**src/rtl/max_adc_responder.sv**
```systemverilog
// Responder end of the dual MAX186-style serial ADC link: decodes control bytes on DIN and answers
// with SSTRB plus a 16-bit frame per lane. Define MAX_ADC_RESPONDER_RAMP_EN for internal ramp data.
module max_adc_responder #(
  parameter int unsigned DATA_BITS   = 12,
  parameter int unsigned SYNC_STAGES = 2
) (
  input  logic                 CLK,
  input  logic                 RST_N,
  input  logic                 ad_sclk,
  input  logic                 ad_din,
  output logic                 ad_dout0,
  output logic                 ad_sstrb0,
  output logic                 ad_dout1,
  output logic                 ad_sstrb1,
  output logic [2:0]           sample_chan,
  output logic                 sample_req,
  input  logic [DATA_BITS-1:0] sample_data0,
  input  logic [DATA_BITS-1:0] sample_data1,
  output logic                 cmd_err,
  output logic                 busy
);

  localparam int unsigned PadBits = 16 - DATA_BITS;

  typedef enum logic [1:0] {StIdle, StCmd, StStrb, StData} state_e;

  state_e                 state_q, state_d;
  logic [SYNC_STAGES-1:0] sclk_sync_q, din_sync_q;
  logic                   sclk_prev_q, rise_q, fall_q;
  logic                   din_s, sclk_s;
  logic [5:0]             cmd_q, cmd_d;
  logic [4:0]             cnt_q, cnt_d;
  logic                   strb_seen_q, strb_seen_d;
  logic [15:0]            sh0_q, sh0_d, sh1_q, sh1_d;
  logic                   dout0_q, dout0_d, dout1_q, dout1_d, sstrb_q, sstrb_d;
  logic [2:0]             chan_q, chan_d;
  logic                   req_q, req_d, err_q, err_d, busy_q, busy_d;
  logic                   frame_done;
  logic [DATA_BITS-1:0]   cap0, cap1;

  assign sclk_s = sclk_sync_q[SYNC_STAGES-1];
  assign din_s  = din_sync_q[SYNC_STAGES-1];

`ifdef MAX_ADC_RESPONDER_RAMP_EN
  logic [DATA_BITS-4:0] ramp_q [8];

  assign cap0 = {chan_q, ramp_q[chan_q]};
  assign cap1 = ~cap0;

  always_ff @(posedge CLK or negedge RST_N) begin
    if (!RST_N) begin
      for (int i = 0; i < 8; i++) ramp_q[i] <= '0;
    end else if (frame_done) begin
      ramp_q[chan_q] <= ramp_q[chan_q] + 1'b1;
    end
  end
`else
  assign cap0 = sample_data0;
  assign cap1 = sample_data1;
`endif

  always_ff @(posedge CLK or negedge RST_N) begin
    if (!RST_N) begin
      sclk_sync_q <= '0;
      din_sync_q  <= '0;
      sclk_prev_q <= 1'b0;
      rise_q      <= 1'b0;
      fall_q      <= 1'b0;
      state_q     <= StIdle;
      cmd_q       <= '0;
      cnt_q       <= '0;
      strb_seen_q <= 1'b0;
      sh0_q       <= '0;
      sh1_q       <= '0;
      dout0_q     <= 1'b0;
      dout1_q     <= 1'b0;
      sstrb_q     <= 1'b0;
      chan_q      <= '0;
      req_q       <= 1'b0;
      err_q       <= 1'b0;
      busy_q      <= 1'b0;
    end else begin
      sclk_sync_q <= {sclk_sync_q[SYNC_STAGES-2:0], ad_sclk};
      din_sync_q  <= {din_sync_q[SYNC_STAGES-2:0], ad_din};
      sclk_prev_q <= sclk_s;
      rise_q      <= sclk_s & ~sclk_prev_q;
      fall_q      <= ~sclk_s & sclk_prev_q;
      state_q     <= state_d;
      cmd_q       <= cmd_d;
      cnt_q       <= cnt_d;
      strb_seen_q <= strb_seen_d;
      sh0_q       <= sh0_d;
      sh1_q       <= sh1_d;
      dout0_q     <= dout0_d;
      dout1_q     <= dout1_d;
      sstrb_q     <= sstrb_d;
      chan_q      <= chan_d;
      req_q       <= req_d;
      err_q       <= err_d;
      busy_q      <= busy_d;
    end
  end

  always_comb begin
    state_d     = state_q;
    cmd_d       = cmd_q;
    cnt_d       = cnt_q;
    strb_seen_d = strb_seen_q;
    sh0_d       = sh0_q;
    sh1_d       = sh1_q;
    dout0_d     = dout0_q;
    dout1_d     = dout1_q;
    sstrb_d     = sstrb_q;
    chan_d      = chan_q;
    req_d       = 1'b0;
    err_d       = 1'b0;
    busy_d      = busy_q;
    frame_done  = 1'b0;

    // Capture the result the cycle after the request pulse; the frame is MSB-aligned.
    if (req_q) begin
      sh0_d = 16'(cap0) << PadBits;
      sh1_d = 16'(cap1) << PadBits;
    end

    unique case (state_q)
      StIdle: begin
        if (rise_q && din_s) begin
          state_d = StCmd;
          cmd_d   = '0;
          cnt_d   = 5'd1;
        end
      end
      StCmd: begin
        if (rise_q) begin
          cmd_d = {cmd_q[4:0], din_s};
          cnt_d = cnt_q + 5'd1;
          if (cnt_q == 5'd7) begin
            // cmd_q holds SEL, UNI, SGL, PD1; din_s is PD0
            if ({cmd_q[0], din_s} == 2'b11) begin
              chan_d      = cmd_q[5:3];
              req_d       = 1'b1;
              busy_d      = 1'b1;
              strb_seen_d = 1'b0;
              state_d     = StStrb;
            end else begin
              err_d   = 1'b1;
              state_d = StIdle;
            end
          end
        end
      end
      StStrb: begin
        if (fall_q) begin
          if (!strb_seen_q) begin
            sstrb_d     = 1'b1;
            strb_seen_d = 1'b1;
          end else begin
            sstrb_d = 1'b0;
            dout0_d = sh0_q[15];
            dout1_d = sh1_q[15];
            sh0_d   = {sh0_q[14:0], 1'b0};
            sh1_d   = {sh1_q[14:0], 1'b0};
            cnt_d   = 5'd1;
            state_d = StData;
          end
        end
      end
      StData: begin
        if (fall_q) begin
          if (cnt_q == 5'd16) begin
            dout0_d    = 1'b0;
            dout1_d    = 1'b0;
            busy_d     = 1'b0;
            frame_done = 1'b1;
            state_d    = StIdle;
          end else begin
            dout0_d = sh0_q[15];
            dout1_d = sh1_q[15];
            sh0_d   = {sh0_q[14:0], 1'b0};
            sh1_d   = {sh1_q[14:0], 1'b0};
            cnt_d   = cnt_q + 5'd1;
          end
        end
      end
      default: state_d = StIdle;
    endcase
  end

  assign ad_dout0    = dout0_q;
  assign ad_dout1    = dout1_q;
  assign ad_sstrb0   = sstrb_q;
  assign ad_sstrb1   = sstrb_q;
  assign sample_chan = chan_q;
  assign sample_req  = req_q;
  assign cmd_err     = err_q;
  assign busy        = busy_q;

endmodule

```
**config.mk**
```make
export PLATFORM = sky130hd
export DESIGN_NAME = max_adc_responder
export DESIGN_NICKNAME = d
export VERILOG_FILES = /design/src/rtl/max_adc_responder.sv
export SDC_FILE = /design/constraint.sdc
export NUM_CORES = 1
export LEC_CHECK = 0
export CORE_AREA = 2 2 84 70
export CTS_BUF_LIST = sky130_fd_sc_hd__clkbuf_2 sky130_fd_sc_hd__clkbuf_4 sky130_fd_sc_hd__clkbuf_8
export CTS_CLUSTER_SIZE = 25
export DETAILED_ROUTE_END_ITERATION = 12
export DIE_AREA = 0 0 86 72
export GPL_TIMING_DRIVEN = 0
export PLACE_DENSITY = 0.75
export SLEW_MARGIN = 0
export SYNTH_ARGS = -nofsm -noshare
export SYNTH_HDL_FRONTEND = slang
export SYNTH_SLANG_ARGS = --single-unit
```
**constraint.sdc**
```tcl
create_clock -name CLK -period 2.07 [get_ports CLK]
set_input_delay 0.414 -clock CLK [delete_from_list [all_inputs] [get_ports CLK]]
set_output_delay 0.414 -clock CLK [all_outputs]
set_load 0.01 [all_outputs]
```
* Yosys cells after proc, flatten, opt, wreduce, memory -nomap -nowiden
Index checks and enable logic that the tools add are counted.
W data, S select, Z words.
** Storage, ports and cells
- Register bits after elaboration :: 62
- Input bits :: 28
- Word-level logic and storage cells :: 113
** Cells by class
- $add $sub $neg :: 1
- Eq/ne operators :: 15
- Multiplexer cells :: 61
- Bitwise logic cells :: 4
- Reductions and logical operators :: 14
** Operators by type and width (count)
- $mux W16 :: 10
- $pmux W16 S2 :: 2
- $mux W5 :: 6
- $mux W1 :: 26
- $pmux W5 S4 :: 1
- $ne A2 B2 Y1 const B :: 9
- $mux W2 :: 8
- $mux W6 :: 2
- $pmux W6 S2 :: 1
- $reduce_and A6 Y1 :: 2
- $pmux W1 S2 :: 4
- $pmux W2 S4 :: 1
- $reduce_and A4 Y1 :: 2
- $reduce_bool A2 Y1 :: 4
- $reduce_and A7 Y1 :: 1
- $eq A2 B2 Y1 const B :: 3
- $add A5 B1 Y5 const B :: 1
- $eq A5 B3 Y1 const B :: 1
- $eq A5 B5 Y1 const B :: 1
- $reduce_and A5 Y1 :: 1
- $reduce_and A3 Y1 :: 1
- $and A1 B1 Y1 :: 2
- $eq A2 B1 Y1 const B :: 1
- $logic_not A2 Y1 :: 1
- 3 further kinds :: 4

* Logic depth before layout (Yosys ltp)
- Depth in word-level cells :: 5
- Depth in mapped cells :: 7
- Gate-level depth less buffers :: 6

* Least setup slack after synthesis
Ideal clock, no wire load.
- Path kind :: reg2reg
- Start point :: register cnt_q[0]
- End point :: register sh1_q[14]
- Arrival :: 1.386 ns
- Setup slack :: 0.557 ns
- Cell stages (with the launch flop) :: 7
- Buffers on the path :: 1
- Clock period less this slack :: 1.513 ns
- Path through :: dfrtp_1 > inv_1 > ha_1 > and3b_1 > a21oi_2 > buf_2 > o21ai_0
** Between the ends
- Word-level cells in the longest chain between the ends :: 4
** RTL lines
- from (decl) :: RTL line 32 : logic [4:0] cnt_q, cnt_d;
- from (signal assigned) :: RTL line 90 : cnt_q <= cnt_d;
- $eq A5 B5 Y1 :: RTL line 171 : if (cnt_q == 5'd16) begin
- $mux W16 :: RTL line 171
- $mux W16 :: RTL line 170 : if (fall_q) begin
- $pmux W16 S2 :: RTL line 126 : unique case (state_q)
- named net sh1_d[14] :: RTL line 34 : logic [15:0] sh0_q, sh0_d, sh1_q, sh1_d;
- to (signal assigned) :: RTL line 74 : sh1_q <= '0;
- to (signal assigned) :: RTL line 93 : sh1_q <= sh1_d;
- to (decl) :: RTL line 34
The timed path passes the listed nets, and every way through them passes these cells.
A chain may end at the register's enable or synchronous reset.

* Worst setup path after layout
- Start point :: register cnt_q[0]
- End point :: register sh0_q[12]
** Between the ends
- Word-level cells in the longest chain between the ends :: 4
** RTL lines
- $eq A5 B5 Y1 :: RTL line 171
- $mux W16 :: RTL line 171
- $mux W16 :: RTL line 170
- $pmux W16 S2 :: RTL line 126
- named net sh0_d[12] :: RTL line 34
- to (signal assigned) :: RTL line 73 : sh0_q <= '0;
- to (signal assigned) :: RTL line 92 : sh0_q <= sh0_d;
- to (decl) :: RTL line 34
The timed path passes the listed nets, and every way through them passes these cells.

==> flow_summary_export.csv <==
group,metric,value,unit
sta,hold_viol,0,
yosys,ys_warn_count,0,
clocking,clock_sinks,62,
place,dp_hpwl,3810,um
detailed_routing,vias_per_cell,5.32,
detailed_routing,drcViolationCount,0,
power,p_leak,1.33,nW
yosys,synth_edf_count,0,
floorplanning,start_util,51.1,%
layout,area_growth,23.6,%
power,power,0.00328,W
setup_path,required,2310,ps
layout,num-fill-cells,435,
detailed_routing,wl_per_cell,14.7,um
sta,slew_headroom,52.1,%
floorplanning,dieHeight,72,um
setup_path,start_kind,"flip-flop",
yosys,ys_types,41,
clocking,root_buffer,"clkbuf_8",
sta,finalCritPeriodShare,89.8,%
sta,tightestPinTransition,719,ps
setup_path,endpoint,"sh0_q[12]",
floorplanning,fp-row-count,24,
setup_path,critical-path-slowest-cell,"dfrtp_1",
setup_path,r2r-start,"cnt_q[0]",
global_route,grtUsageTotal,19.3,%
sta,layout_min_cycle_time,1860,ps
sta,rsz0062_at_grt,"no",
clocking,post_cts_buffers,0,
clocking,cts_tree,"done",
run_status,status,"completed",
floorplanning,core,5320,um^2
floorplanning,dieArea,6190,um^2
detailed_routing,drtAntennaViolNets,0,
clocking,ctsHoldBuffers,0,
setup_path,worst-path-max-fanout,10,
global_route,grt_antenna_before_repair,0,
global_route,grt_pass1_wl,9110,um
setup_path,r2r_end,"sh0_q[12]",
global_route,grt_pass1_vias,1965,
power,irDropWorstVdd,543,uV
place,portBuffers,37,
job,cap_viol_max_count,0,
sta,finalHoldWorstSlack,46.9,ps
floorplanning,num_io_pins,38,
layout,diodes,0,
yosys,yosys_register_bits,62,
yosys,syn_area,2720,um^2
sta,drv_slew,0,
global_route,gr-total-overflow,0,
setup_path,cpPeakStageDelay,420,ps
detailed_routing,routed_wl,5470,um
layout,drive_gt1_share,11.7,%
place,gp_congestion,0.790,
clocking,cts.path.max_buffers,2,
clocking,clk_pin_slew,60,ps
setup_path,worstPathArrival,2100,ps
setup_path,critical_path_class,"flip-flop to flip-flop",
worst_hold_path,holdCritPathClass,"input pin to async pin",
setup_path,critical_path.startpoint,"cnt_q[0]",
setup_path,r2r_cells,7,
yosys,syn-instance-count,253,
yosys,async_flop_share,100,%
power,p_per_area,977,nW/um^2
detailed_routing,drtPass1Iterations,4,
yosys,avgSynthCellArea,10.7,um^2
global_route,grt_max_degree,42,
sta,max_freq,538,MHz
clocking,cts_resized,0,
detailed_routing,drtIter0Drc,142,
layout,final_common_cell,"dfrtp_1",
yosys,yosysSeqAreaShare,57.1,%
clocking,cts_made_buffers,9,
clocking,insertion_delay,330,ps
layout,nNetsFinal,332,
layout,layout_common_cells,"dfrtp_1, nand2_1, clkdlybuf4s50_1, o21ai_0, mux2i_1",
yosys,syn_nets,283,
yosys,synth_flop_cell,"dfrtp_1",
setup_path,critPathCaptureType,"flip-flop",
clocking,cts_htree_levels,3,
floorplanning,die_w,86,um
sta,fin_skew,4.69,ps
setup_path,worstPathCellList,"inv_1 -> ha_1 -> and3b_1 -> a21oi_2 -> buf_2 -> nand2_1 -> o21ai_1",
sta,setup_viol,0,
detailed_routing,vias,1979,
setup_path,r2r_slack,210,ps
per-stage QoR:
stage,TNS [ps],instance area (um^2),cells,util [%],worst slack (ps)
floorplan,0,2720,253,-,557
global placement,-83350,3170,355,59.6,-1350
detailed placement,0,3180,356,59.9,258
CTS,0,3360,372,63.2,245
global route,0,3360,372,63.2,71.0
finish,0,3360,372,63.2,210
flip-flops by register name (all words and copies together) (netlist names), 2 cells and up, named ones only:
register and flops:
cmd_q 6, cnt_q 5, din_sync_q 2, sample_chan 3
sclk_sync_q 2, sh0_q 16, sh1_q 16
power breakdown:
part           internal [W]  switching, W  total, W
combinational      0.000315      0.000290  0.000605
sequential          0.00153      0.000220   0.00175
clock              0.000487      0.000441  0.000929
total               0.00233      0.000951   0.00328
area by class of cell:
cell class | instances | area (um^2) | share of cell area (%)
inverter | 2 | 7.51 | 0.224
clock buffer | 12 | 153 | 4.55
buffer | 15 | 75.1 | 2.24
timing repair buffer | 38 | 385 | 11.5
sequential | 62 | 1550 | 46.2
multi-input combinational | 174 | 1080 | 32.2
tap | 65 | 81.3 | 2.42
clock inverter | 4 | 22.5 | 0.671
routing by layer:
| layer | GRT usage (%) | up-vias | part of all wire (%) |
|---|---|---|---|
| met4 | 7.76 | 0 | 1.0 |
| met3 | 7.39 | 4 | 4.7 |
| met5 | 0 | - | 0 |
| li1 | - | 985 | - |
| met2 | 27.6 | 46 | 45 |
| met1 | 26.6 | 944 | 50 |
cell usage after synthesis (2+ instances only):
cell type	n	area (um^2)
a21oi_1	5	25.0
a22o_1	6	52.6
and3_1	2	12.5
buf_2	7	35.0
buf_4	2	15.0
clkbuf_1	4	15.0
clkbuf_2	2	10.0
dfrtp_1	62	1550
ha_1	2	25.0
inv_1	2	7.51
mux2_2	3	33.8
mux2i_1	24	240
nand2_1	46	173
nand2b_1	7	43.8
nand3_1	8	40.0
nor2_1	2	7.51
nor2b_1	4	25.0
nor3_1	2	10.0
nor3b_1	3	22.5
o21ai_0	33	165
o21ai_1	6	30.0
o31ai_1	2	15.0
cells by family (layout without fill, tap and decap cells):
| family | Yosys count | in the layout | synth area share (%) |
|---|---|---|---|
| simple gates | 83 | 83 | 14.8 |
| flops | 62 | 62 | 57.1 |
| fa+ha+maj | 2 | 2 | 0.921 |
| compound gates | 62 | 62 | 14.0 |
| buf+inv | 17 | 71 | 3.04 |
| mux | 27 | 27 | 10.1 |
critical path, delay by kind of cell, from the launching register on:
family                     cells  cell delay [ps]
DFF                            1              420
adders and majority gates      1              220
and+or+nand+nor                2              340
buffers and inverters          2              390
AOI/OAI and AO/OA              2              400
worst min path at each step:
| stage | cells after the start | endpoint | from | slack, ps |
|---|---|---|---|---|
| after floorplan | 0 | async pin | RST_N | 120 |
| after global routing | 1 | cmd_q[1] | RST_N | 60 |
| after CTS | 1 | cmd_q[2] | RST_N | 50 |
| after detailed placement | 0 | din_sync_q[1] | din_sync_q[0] | 340 |
| final | 1 | cmd_q[2] | RST_N | 50 |
| after global placement | 0 | din_sync_q[1] | din_sync_q[0] | 330 |
No activity file was read; power rests on OpenSTA's default activity.
